**src/rtl/mem_ctrl.sv**
```systemverilog
// mem_ctrl: round-robin arbiter over NCH request channels that serialises
// 1/2/4-byte accesses onto an 8-bit memory/IO bus. IO writes wait while the
// UART buffer is full; speculative reads on flushable channels abort on clear.
//
// state    | meaning
// ---------+-------------------------------------------------------------
// ST_IDLE  | bus idle, arbitrating among eligible channels
// ST_READ  | issuing read bytes, capturing mem_din one cycle after issue
// ST_WRITE | issuing write bytes, held off by a full IO buffer
module mem_ctrl #(
  parameter int              NCH        = 2,
  parameter logic [NCH-1:0]  FLUSH_MASK = '1
) (
  input  logic              clk_in,
  input  logic              rst_in,
  input  logic              rdy_in,
  input  logic              clear,
  input  logic [NCH-1:0]    req_valid,
  input  logic [NCH-1:0]    req_wr,
  input  logic [2*NCH-1:0]  req_size,
  input  logic [32*NCH-1:0] req_addr,
  input  logic [32*NCH-1:0] req_wdata,
  output logic [NCH-1:0]    resp_ready,
  output logic [31:0]       resp_data,
  input  logic [7:0]        mem_din,
  output logic [7:0]        mem_dout,
  output logic [31:0]       mem_a,
  output logic              mem_wr,
  input  logic              io_buffer_full,
  output logic              busy
);

  typedef enum logic [1:0] {ST_IDLE, ST_READ, ST_WRITE} state_t;

  state_t         state_q, state_d;
  logic [2:0]     ptr_q;
  logic [2:0]     ch_q;
  logic [31:0]    addr_q;
  logic [31:0]    wdata_q;
  logic [1:0]     last_q;
  logic [2:0]     step_q;
  logic [31:0]    rdata_q;
  logic [NCH-1:0] resp_ready_q;
  logic [31:0]    resp_data_q;
  logic [31:0]    bus_a_q;
  logic [7:0]     bus_dout_q;
  logic           bus_wr_q;

  logic [NCH-1:0] eligible;
  logic           grant_vld;
  logic [2:0]     grant_ch;
  logic [2:0]     nxt_ptr;
  logic [31:0]    g_addr;
  logic [31:0]    g_wdata;
  logic [1:0]     g_size;
  logic [1:0]     g_last;
  logic           g_wr;
  logic [NCH-1:0] ch_onehot;
  logic [2:0]     nxt;
  logic [1:0]     cap_idx;
  logic [31:0]    rdata_d;
  logic           flush_hit;
  logic           read_done;
  logic           write_done;
  logic           io_stall;

  // Round-robin pick: first eligible channel at or after the pointer; a channel
  // being answered this cycle and flushable channels during clear sit out.
  always_comb begin
    eligible = req_valid & ~resp_ready_q;
    if (clear) eligible = eligible & ~FLUSH_MASK;
    grant_vld = 1'b0;
    grant_ch  = '0;
    for (int i = 0; i < NCH; i++) begin
      if (!grant_vld && eligible[(int'(ptr_q) + i) % NCH]) begin
        grant_vld = 1'b1;
        grant_ch  = 3'((int'(ptr_q) + i) % NCH);
      end
    end
    nxt_ptr = 3'((int'(grant_ch) + 1) % NCH);
    g_addr  = req_addr[{grant_ch, 5'b00000} +: 32];
    g_wdata = req_wdata[{grant_ch, 5'b00000} +: 32];
    g_size  = req_size[{grant_ch, 1'b0} +: 2];
    g_wr    = req_wr[grant_ch];
    case (g_size)
      2'd0:    g_last = 2'd0;
      2'd1:    g_last = 2'd1;
      default: g_last = 2'd3;
    endcase
  end

  // Per-access decode: byte progress, capture slot, abort and IO hold-off.
  always_comb begin
    ch_onehot          = '0;
    ch_onehot[ch_q]    = 1'b1;
    nxt                = step_q + 3'd1;
    cap_idx            = 2'(step_q - 3'd1);
    rdata_d            = rdata_q;
    if (step_q != 3'd0) rdata_d[{cap_idx, 3'b000} +: 8] = mem_din;
    flush_hit  = clear && FLUSH_MASK[ch_q];
    read_done  = (step_q == ({1'b0, last_q} + 3'd1));
    write_done = (step_q[1:0] == last_q);
    io_stall   = (state_q == ST_WRITE) && (addr_q[17:16] == 2'b11) && io_buffer_full;
  end

  // State register; rdy_in low freezes the machine.
  always_ff @(posedge clk_in) begin
    if (rst_in)      state_q <= ST_IDLE;
    else if (rdy_in) state_q <= state_d;
  end

  // Next-state logic.
  always_comb begin
    state_d = state_q;
    case (state_q)
      ST_IDLE:  if (grant_vld) state_d = g_wr ? ST_WRITE : ST_READ;
      ST_READ:  if (flush_hit || read_done) state_d = ST_IDLE;
      ST_WRITE: if (!io_stall && write_done) state_d = ST_IDLE;
      default:  state_d = ST_IDLE;
    endcase
  end

  // Request latch, byte sequencing, read assembly and registered bus/response.
  always_ff @(posedge clk_in) begin
    if (rst_in) begin
      ptr_q        <= '0;
      ch_q         <= '0;
      addr_q       <= '0;
      wdata_q      <= '0;
      last_q       <= '0;
      step_q       <= '0;
      rdata_q      <= '0;
      resp_ready_q <= '0;
      resp_data_q  <= '0;
      bus_a_q      <= '0;
      bus_dout_q   <= '0;
      bus_wr_q     <= 1'b0;
    end else if (rdy_in) begin
      resp_ready_q <= '0;
      resp_data_q  <= '0;
      case (state_q)
        ST_IDLE: begin
          if (grant_vld) begin
            ptr_q      <= nxt_ptr;
            ch_q       <= grant_ch;
            addr_q     <= g_addr;
            wdata_q    <= g_wdata;
            last_q     <= g_last;
            step_q     <= '0;
            rdata_q    <= '0;
            bus_a_q    <= g_addr;
            bus_wr_q   <= g_wr;
            bus_dout_q <= g_wr ? g_wdata[7:0] : 8'h00;
          end
        end
        ST_READ: begin
          if (flush_hit) begin
            bus_a_q <= '0;
          end else begin
            rdata_q <= rdata_d;
            if (read_done) begin
              resp_ready_q <= ch_onehot;
              resp_data_q  <= rdata_d;
              bus_a_q      <= '0;
            end else begin
              step_q  <= nxt;
              bus_a_q <= (nxt <= {1'b0, last_q}) ? addr_q + 32'(nxt) : 32'h0;
            end
          end
        end
        ST_WRITE: begin
          if (!io_stall) begin
            if (write_done) begin
              resp_ready_q <= ch_onehot;
              bus_a_q      <= '0;
              bus_wr_q     <= 1'b0;
              bus_dout_q   <= 8'h00;
            end else begin
              step_q     <= nxt;
              bus_a_q    <= addr_q + 32'(nxt);
              bus_dout_q <= wdata_q[{nxt[1:0], 3'b000} +: 8];
            end
          end
        end
        default: ;
      endcase
    end
  end

  // Bus gating: a frozen cycle never writes, and a held IO byte shows an idle bus.
  always_comb begin
    mem_wr   = bus_wr_q & rdy_in & ~io_stall;
    mem_a    = io_stall ? 32'h0 : bus_a_q;
    mem_dout = io_stall ? 8'h00 : bus_dout_q;
  end

  assign resp_ready = resp_ready_q;
  assign resp_data  = resp_data_q;
  assign busy       = (state_q != ST_IDLE);

endmodule

```
**config.mk**
```make
export PLATFORM = sky130hd
export DESIGN_NAME = mem_ctrl
export DESIGN_NICKNAME = d
export VERILOG_FILES = /design/src/rtl/mem_ctrl.sv
export SDC_FILE = /design/constraint.sdc
export NUM_CORES = 1
export LEC_CHECK = 0
export CORE_MARGIN = 2
export CORE_UTILIZATION = 55
export CTS_CLUSTER_SIZE = 8
export DETAILED_ROUTE_END_ITERATION = 6
export PLACE_DENSITY_LB_ADDON = 0.12
export SLEW_MARGIN = 40
export SYNTH_ARGS = -nofsm -noshare
export SYNTH_HDL_FRONTEND = slang
export SYNTH_SLANG_ARGS = --single-unit
```
**constraint.sdc**
```tcl
create_clock -name clk_in -period 5.9 [get_ports clk_in]
set_input_delay 1.18 -clock clk_in [delete_from_list [all_inputs] [get_ports clk_in]]
set_output_delay 1.18 -clock clk_in [all_outputs]
set_load 0.005 [all_outputs]
```
==> flow_summary.toml, run 1 <==
[synthesis]
postSynthCellCount = 1160
synth_ff_type = "dfxtp_1"
avgSynthCellArea_um2 = 8.331
synth_nets = 1326
ys_seq_area_frac = 0.3729
yosysWarnings = 0
synth_edf_count = 0
async_flop_share = 0
synth.distinct_cells = 67
ys_ff_latch = 180
netlist_area_um2 = 9664

[sta]
hold_viol_final = 0
setup_viol = 0
fmax_ghz = 0.2527
fin_ws_ns = 1.943
tns_ns = 0
tightest_slew_ns = 0.8143
drv_slew = 0
slew_headroom = 0.4571
min_period_ns = 3.957
fin_skew_ns = 0.01143
rsz0062_at_grt = "false"
period_share = 0.6706

[global_route]
grt_antenna_before_repair = 0
grt-ovfl-total = 0
grt_usage = 0.2896
grt_first_pass_wirelength_um = 43080
grt_pass1_vias = 8534
grt_max_degree = 107

[power]
swShare = 0.2558
vdd_ir_drop_max_mv = 0.2225
comb_power_share = 0.175
total_power_mw = 3.125
internal-power_mw = 2.326
power.density_nw_per_um2 = 249.0
p_clk_frac = 0.398
seqPwrFrac = 0.427
power_leakage_nw = 4.271
power.switching_mw = 0.7995

[cells_and_area]
area_growth_pct = 29.88
antenna_cells = 0
nets = 1478
fin_cells = 1550
post-route-cell-area_um2 = 12550
n_fill_cell = 1368
drive_gt1_frac = 0.06943

[detailed_routing]
drcViolationCount = 0
met2_length_um = 12530
drt_iter0_markers = 780
wl_met3_um = 1837
viasPerCell = 5.978
ant_nets = 0
m1WireLength_um = 11630
top_layer_used = "met4"
vias = 9266
first_pass_iters = 6
wl_per_cell_um = 17.17
routed_wirelength_um = 26610

[cts]
numClockSinks = 180
cts_resized = 0
cts_root_buf = "clkbuf_16"
clk_path_buf_depth = 2
htree_levels = 4
cts_buffers = 17
post_cts_buffers = 0
cts_tree = "yes"
clk_latency_ns = 0.44
clkTransAtPathRegs_ns = 0.06
cts_hold_buffers = 0

[die]
core_area_um2 = 17240
fp.dieArea_um2 = 18650
ioPinCount = 225
die-height_um = 136.6
start_util = 0.5607
die-width_um = 136.6
row_count = 48

[placement]
pre_cts_ws_ns = 1.746
dpl.hpwl_um = 18080
gp_congestion = 0.8553
post_dp_cell_area_um2 = 11890
placed_cells = 1518
port_buffers = 224

[critical_path]
r2r_slack_ns = 2.33
crit_arrival_ns = 2.78
worstSetupEndpointType = "output port"
critical_path_class = "primary input to output port"
critPathRequiredTime_ns = 4.72
startpoint_type = "primary input"
cp_max_fo = 43

[worst_hold_path]
min_path_type = "flop to flop"

[run_status]
status = "complete, no violations"

[job]
maxCapViolations = 0
area by class of cell:
cell class	count	area [um^2]	area share
Sequential cell	180	3605	0.2872
Inverter	18	67.56	0.005383
Multi-Input combinational cell	859	5627	0.4483
Timing Repair Buffer	236	2328	0.1855
Tap cell	225	281.5	0.02243
Clock buffer	23	467.9	0.03728
Clock inverter	9	175.2	0.01396
worst max-delay path: stages:
cell and delay (ns):
clkdlybuf4s50_1 0.41, nand4_1 0.09, buf_4 0.37, and2_1 0.20, clkdlybuf4s50_1 0.52
state kept, by name, summed over array words and instances, names as in the netlist, 2 cells and up:
signal / flops
addr_q: 32
bus_a_q: 32
bus_dout_q: 8
last_q: 2
rdata_q: 32
resp_data: 32
resp_ready: 2
state_q: 2
step_q: 3
wdata_q: 32
per-stage QoR:
step	utilization	hold slack, ns
4_1_cts	0.7269	0.4507
3_5_place_dp	0.6896	0.4430
3_3_place_gp	0.6881	0.4341
5_1_grt	0.7282	0.4658
2_1_floorplan	-	0.4285
6_report	0.7282	0.4491
cells in the final DEF (no fill, tap or decap), types with 47 or more instances in the layout:
master,instances
clkdlybuf4s50_1,222
a21oi_1,64
a211oi_1,47
nand2_1,86
dfxtp_1,179
nor2_1,139
nand3_1,60
o21ai_0,47
power by group through the flow:
stage	registers [mW]	clock network, mW	logic [mW]
finish	1.34	1.24	0.546
global placement	1.36	0	0.529
floorplan	1.34	0	0.323
detailed placement	1.36	0	0.539
CTS	1.33	1.25	0.544
global route	1.34	1.30	0.599
cell families after synthesis:
family          after synthesis  synth area share
xor+xnor                     27           0.02447
fa+ha+maj                    17           0.02279
flops                       180            0.3729
mux                          66           0.08079
compound gates              307            0.2239
buf+inv                     121           0.05243
simple gates                442            0.2228
Yosys cell counts (15+ instances only):
cell type / count / area (um^2)
a211oi_1: 47 / 352.8
a21oi_1: 65 / 325.3
a311oi_1: 42 / 367.9
a31oi_1: 23 / 143.9
and2_1: 42 / 262.8
clkbuf_1: 74 / 277.8
dfxtp_1: 180 / 3603
ha_1: 16 / 200.2
inv_1: 18 / 67.56
mux2_2: 16 / 180.2
mux2i_1: 42 / 420.4
nand2_1: 86 / 322.8
nand2b_1: 26 / 162.7
nand3_1: 60 / 300.3
nor2_1: 140 / 525.5
nor2b_1: 28 / 175.2
nor3_1: 15 / 75.07
o21ai_0: 47 / 235.2
xnor2_1: 16 / 140.1
path summary, 6_finish.rpt:
check | from | end | depth (start not counted)
min reg2reg | rdata_q[18]$_SDFFE_PP0P_ | rdata_q[18]$_SDFFE_PP0P_ | 2
min | rdata_q[18]$_SDFFE_PP0P_ | rdata_q[18]$_SDFFE_PP0P_ | 2
max | io_buffer_full | mem_a[30] | 5
max reg2reg | step_q[0]$_SDFFE_PP0P_ | bus_a_q[24]$_SDFFE_PP0P_ | 9
layer usage:
layer | vias to the layer above | global-route usage
met5 | - | 0
met4 | 0 | 0.09549
met3 | 52 | 0.05593
met2 | 376 | 0.4639
met1 | 4314 | 0.3931
li1 | 4524 | -
No activity file was read; power rests on OpenSTA's default activity.
==> run 2: changes to the inputs <==
--- a/config.mk
+++ b/config.mk
@@ -6,7 +6,7 @@
 export NUM_CORES = 1
 export LEC_CHECK = 0
 export CORE_MARGIN = 2
-export CORE_UTILIZATION = 55
+export CORE_UTILIZATION = 51
 export CTS_CLUSTER_SIZE = 8
 export DETAILED_ROUTE_END_ITERATION = 6
 export PLACE_DENSITY_LB_ADDON = 0.12
==> constraint.sdc (replaced) <==
create_clock -name clk_in -period 4.14 [get_ports clk_in]
set_input_delay 0.828 -clock clk_in [delete_from_list [all_inputs] [get_ports clk_in]]
set_output_delay 0.828 -clock clk_in [all_outputs]
set_load 0.005 [all_outputs]
==> flow_summary.toml, run 2 (synthesis gave the netlist of run 1 again) <==
[critical_path]
r2r_slack_ns = 0.88
timing.rr.end = "bus_a_q[30]$_SDFFE_PP0P_"
cp_max_fo = 30
critical_path_class = "flop to output port"
startpoint_type = "flop"
critPathRequiredTime_ns = 3.31
worstSetupEndpointType = "output port"
worstReg2RegStart = "step_q[0]$_SDFFE_PP0P_"
r2r_cells = 9
crit_arrival_ns = 2.64

[sta]
min_period_ns = 3.466
tightest_slew_ns = 0.8136
rsz0062_at_grt = "false"
hold_viol_final = 0
fmax_ghz = 0.2885
setup_viol = 0
fin_skew_ns = 0.01287
slew_headroom = 0.4534
period_share = 0.8373
drv_slew = 0
tns_ns = 0

[global_route]
grt_max_degree = 135
grt_pass1_vias = 8595
grt_first_pass_wirelength_um = 44580
grt-ovfl-total = 0
grt_antenna_before_repair = 0
grt_usage = 0.2720

[power]
power_leakage_nw = 4.270
power.density_nw_per_um2 = 334.2
total_power_mw = 4.192
vdd_ir_drop_max_mv = 0.2999

[cts]
htree_levels = 4
clk_path_buf_depth = 2
clkTransAtPathRegs_ns = 0.06
cts_buffers = 17
numClockSinks = 180
post_cts_buffers = 0
cts_hold_buffers = 0
cts_root_buf = "clkbuf_16"
clk_latency_ns = 0.43
cts_tree = "yes"
cts_resized = 0

[die]
core_area_um2 = 18640
ioPinCount = 225
start_util = 0.5184
fp.dieArea_um2 = 20070
row_count = 50
die-width_um = 141.7
die-height_um = 141.7

[cells_and_area]
drive_gt1_frac = 0.07202
final_common_cell = "clkdlybuf4s50_1"
final_cell_mix = "clkdlybuf4s50_1 (222), dfxtp_1 (180), nor2_1 (139), nand2_1 (86), a21oi_1 (64)"
antenna_cells = 0
nets = 1486
area_growth_pct = 29.78

[detailed_routing]
vias = 9197
first_pass_iters = 5
viasPerCell = 5.869
routed_wirelength_um = 27330
drt_iter0_markers = 741
wl_per_cell_um = 17.44
drcViolationCount = 0
ant_nets = 0

[placement]
dpl.hpwl_um = 18990
gp_congestion = 0.8491
port_buffers = 224

[worst_hold_path]
hold-path-endpoint = "rdata_q[21]$_SDFFE_PP0P_"
min_path_cells = 2
min_path_type = "flop to flop"
worstHoldStart = "rdata_q[21]$_SDFFE_PP0P_"

[run_status]
status = "complete, no violations"

[job]
maxCapViolations = 0
run 2: changes by cell type in the layout (fill, tap and decap cells not counted), sizes merged:
cell	previous run	this run
buf	14	22
bufinv	5	0
clkbuf	23	21
clkinv	2	8
inv	18	19
run 2: layer usage:
layer	global-route usage	vias to the layer above	share of wire
met1	0.3772	4285	0.46
met3	0.05062	32	0.064
met5	0	-	0
met2	0.4354	351	0.46
met4	0.07737	0	0.016
li1	-	4529	-
run 2: metrics by stage:
| step | hold WS, ns | cell area (um^2) | std cells | util | setup slack, ns |
|---|---|---|---|---|---|
| after floorplan | 0.4285 | 9664 | 1160 | - | 0.6764 |
| after global placement | 0.4340 | 11970 | 1535 | 0.6420 | 0.6028 |
| after detailed placement | 0.4433 | 11980 | 1535 | 0.6424 | 0.6275 |
| after CTS | 0.4518 | 12530 | 1567 | 0.6719 | 0.6777 |
| after global routing | 0.4683 | 12540 | 1567 | 0.6728 | 0.5473 |
| final | 0.4481 | 12540 | 1567 | 0.6728 | 0.6736 |
run 2: report_power, final:
part | internal, mW | switching, mW
Combinational | 0.398 | 0.392
Sequential | 1.82 | 0.0746
Clock | 0.817 | 0.687
run 2: worst max-delay path by stage:
stage	from	endpoint	slack (ns)	cells past startpoint
6_report	state_q[0]$_SDFFE_PP0P_	mem_dout[0]	0.67	6
5_1_grt	state_q[0]$_SDFFE_PP0P_	mem_dout[0]	0.55	6
4_1_cts	state_q[0]$_SDFFE_PP0P_	mem_dout[0]	0.68	6
3_5_place_dp	clear	bus_a_q[2]$_SDFFE_PP0P_	0.63	7
3_3_place_gp	clear	bus_a_q[2]$_SDFFE_PP0P_	0.60	7
2_1_floorplan	step_q[0]$_SDFFE_PP0P_	bus_a_q[30]$_SDFFE_PP0P_	0.68	12
run 2: final cells by class:
type                       count  area, um^2
fill                        1620        6101
multi-input combinational    859        5603
sequential                   180        3603
timing repair buffer         244        2426
clock buffer                  21       470.5
tap                          234       292.8
clock inverter                11       78.83
inverter                      18       67.56
run 2: critical path, cell delays in order (launching register included):
cell and delay (ns):
dfxtp_1 0.34, inv_1 0.09, ha_1 0.64, nand4_1 0.20, buf_4 0.27, and2_1 0.22
clkdlybuf4s50_1 0.44
==> run 3: changes to the inputs <==
==> constraint.sdc (replaced) <==
create_clock -name clk_in -period 3.4 [get_ports clk_in]
set_input_delay 0.68 -clock clk_in [delete_from_list [all_inputs] [get_ports clk_in]]
set_output_delay 0.68 -clock clk_in [all_outputs]
set_load 0.005 [all_outputs]
==> flow_summary.toml, run 3 (synthesis gave the netlist of run 1 again) <==
[run_status]
status = "complete, no violations"

[sta]
fin_skew_ns = 0.01198
period_share = 0.9320
tns_ns = 0
rsz0062_at_grt = "false"
setup_viol = 0
hold_viol_final = 0
holdWs_ns = 0.4506
fin_ws_ns = 0.2312
drv_slew = 0
tightest_slew_ns = 0.7800
slew_headroom = 0.4760
fmax_ghz = 0.3156
min_period_ns = 3.169

[die]
ioPinCount = 225
row_count = 50
start_util = 0.5184
fp.dieArea_um2 = 20070
die-height_um = 141.7
core_area_um2 = 18640
die-width_um = 141.7

[critical_path]
slowest_stage = "dfxtp_1"
startpoint_type = "flop"
worstReg2RegStart = "step_q[0]$_SDFFE_PP0P_"
timing.rr.end = "bus_a_q[31]$_SDFFE_PP0P_"
cpMostUsedCell = "ha_1"
critical_path_class = "flop to flop"
cp_max_fo = 11
worstSetupEndpointType = "flop"
crit_family = "adder cells"
slowest_delay_ns = 0.53
r2r_cells = 8
critPathRequiredTime_ns = 3.74
crit_buf_inv = 1
r2r_slack_ns = 0.23
crit_arrival_ns = 3.51
crit_chain = "inv_1 > ha_1 > ha_1 > nand3_2 > a2111oi_4 > nand2_4 > or4_1 > a311oi_1"

[cts]
cts_root_buf = "clkbuf_16"
cts_hold_buffers = 0
cts_tree = "yes"
numClockSinks = 180
clkTransAtPathRegs_ns = 0.06
clk_path_buf_depth = 2
htree_levels = 4
cts_resized = 0
clk_latency_ns = 0.43
cts_buffers = 17
post_cts_buffers = 0

[cells_and_area]
final_cell_mix = "clkdlybuf4s50_1 (222), dfxtp_1 (180), nor2_1 (139), nand2_1 (86), a21oi_1 (64)"
nets = 1496
drive_gt1_frac = 0.07526
final_common_cell = "clkdlybuf4s50_1"
area_growth_pct = 30.92
antenna_cells = 0
fin_cells = 1576
n_fill_cell = 1555

[global_route]
grt-ovfl-total = 0
grt_usage = 0.2727
grt_antenna_before_repair = 0
grt_first_pass_wirelength_um = 44370
grt_pass1_vias = 8684
grt_max_degree = 66

[power]
comb_power_share = 0.189
seqPwrFrac = 0.445
power.density_nw_per_um2 = 410.0
swShare = 0.2703
vdd_ir_drop_max_mv = 0.3566
internal-power_mw = 3.786
power_leakage_nw = 4.330
total_power_mw = 5.188
p_clk_frac = 0.366
power.switching_mw = 1.402

[detailed_routing]
drt_iter0_markers = 590
wl_per_cell_um = 17.49
drcViolationCount = 0
ant_nets = 0
viasPerCell = 5.842
first_pass_iters = 5
vias = 9207
routed_wirelength_um = 27560

[placement]
port_buffers = 224
placed_cells = 1545
pre_cts_ws_ns = 0.2838
gp_congestion = 0.9091
dpl.hpwl_um = 19510

[worst_hold_path]
hold-path-endpoint = "rdata_q[21]$_SDFFE_PP0P_"
min_path_type = "flop to flop"
min_path_cells = 2
worstHoldStart = "rdata_q[21]$_SDFFE_PP0P_"

[job]
maxCapViolations = 0
[run 3: cell count changes in the layout (fill, tap and decap cells not counted), sizes merged]
cell      previous run  this run
buf                 22        32
inv                 19        18
clkinv               8         4
clkbuf              21        25
clkinvlp             2         1
bufinv               0         1
[run 3: per-stage QoR]
stage	util	instance area [um^2]
floorplan	-	9666
detailed placement	0.6487	12090
global placement	0.6481	12080
finish	0.6787	12650
CTS	0.6787	12650
global route	0.6787	12650
[run 3: worst max-delay path by stage]
stage | startpoint | to | cells after the start
6_report | step_q[0]$_SDFFE_PP0P_ | bus_a_q[31]$_SDFFE_PP0P_ | 8
3_3_place_gp | req_valid[1] | bus_a_q[5]$_SDFFE_PP0P_ | 7
4_1_cts | state_q[0]$_SDFFE_PP0P_ | mem_dout[7] | 6
3_5_place_dp | req_valid[1] | bus_a_q[5]$_SDFFE_PP0P_ | 7
5_1_grt | step_q[0]$_SDFFE_PP0P_ | bus_a_q[31]$_SDFFE_PP0P_ | 8
2_1_floorplan | step_q[0]$_SDFFE_PP0P_ | bus_a_q[30]$_SDFFE_PP0P_ | 12
[run 3: tightest hold or removal path, delay by kind of cell (launching register included)]
kind / cells / cell delay [ns]
AO/OA/AOI/OAI: 1 / 0.05
flip-flops: 1 / 0.31
AND/OR/NAND/NOR: 1 / 0.05
[run 3: area by class of cell]
| cell class | instances | area (um^2) | share of cell area |
|---|---|---|---|
| clock inverter | 6 | 72.57 | 0.005736 |
| sequential | 180 | 3603 | 0.2848 |
| multi-input combinational | 859 | 5595 | 0.4422 |
| inverter | 18 | 67.56 | 0.005340 |
| clock buffer | 25 | 485.5 | 0.03837 |
| timing repair buffer | 254 | 2535 | 0.2004 |
| tap | 234 | 292.8 | 0.02314 |
[run 3: power by group through the flow]
stage / logic (mW) / registers [mW] / clock network [mW]
finish: 0.983 / 2.31 / 1.90
global route: 1.07 / 2.32 / 1.99
CTS: 0.984 / 2.31 / 1.91
detailed placement: 0.978 / 2.35 / 0
global placement: 0.972 / 2.35 / 0
floorplan: 0.561 / 2.32 / 0
[run 3: routing by layer]
| metal | wire, um | vias up | track usage |
|---|---|---|---|
| met3 | 1918 | 32 | 0.05501 |
| li1 | - | 4540 | - |
| met1 | 12380 | 4285 | 0.3606 |
| met5 | 0 | - | 0 |
| met4 | 448 | 0 | 0.07579 |
| met2 | 12810 | 350 | 0.4553 |
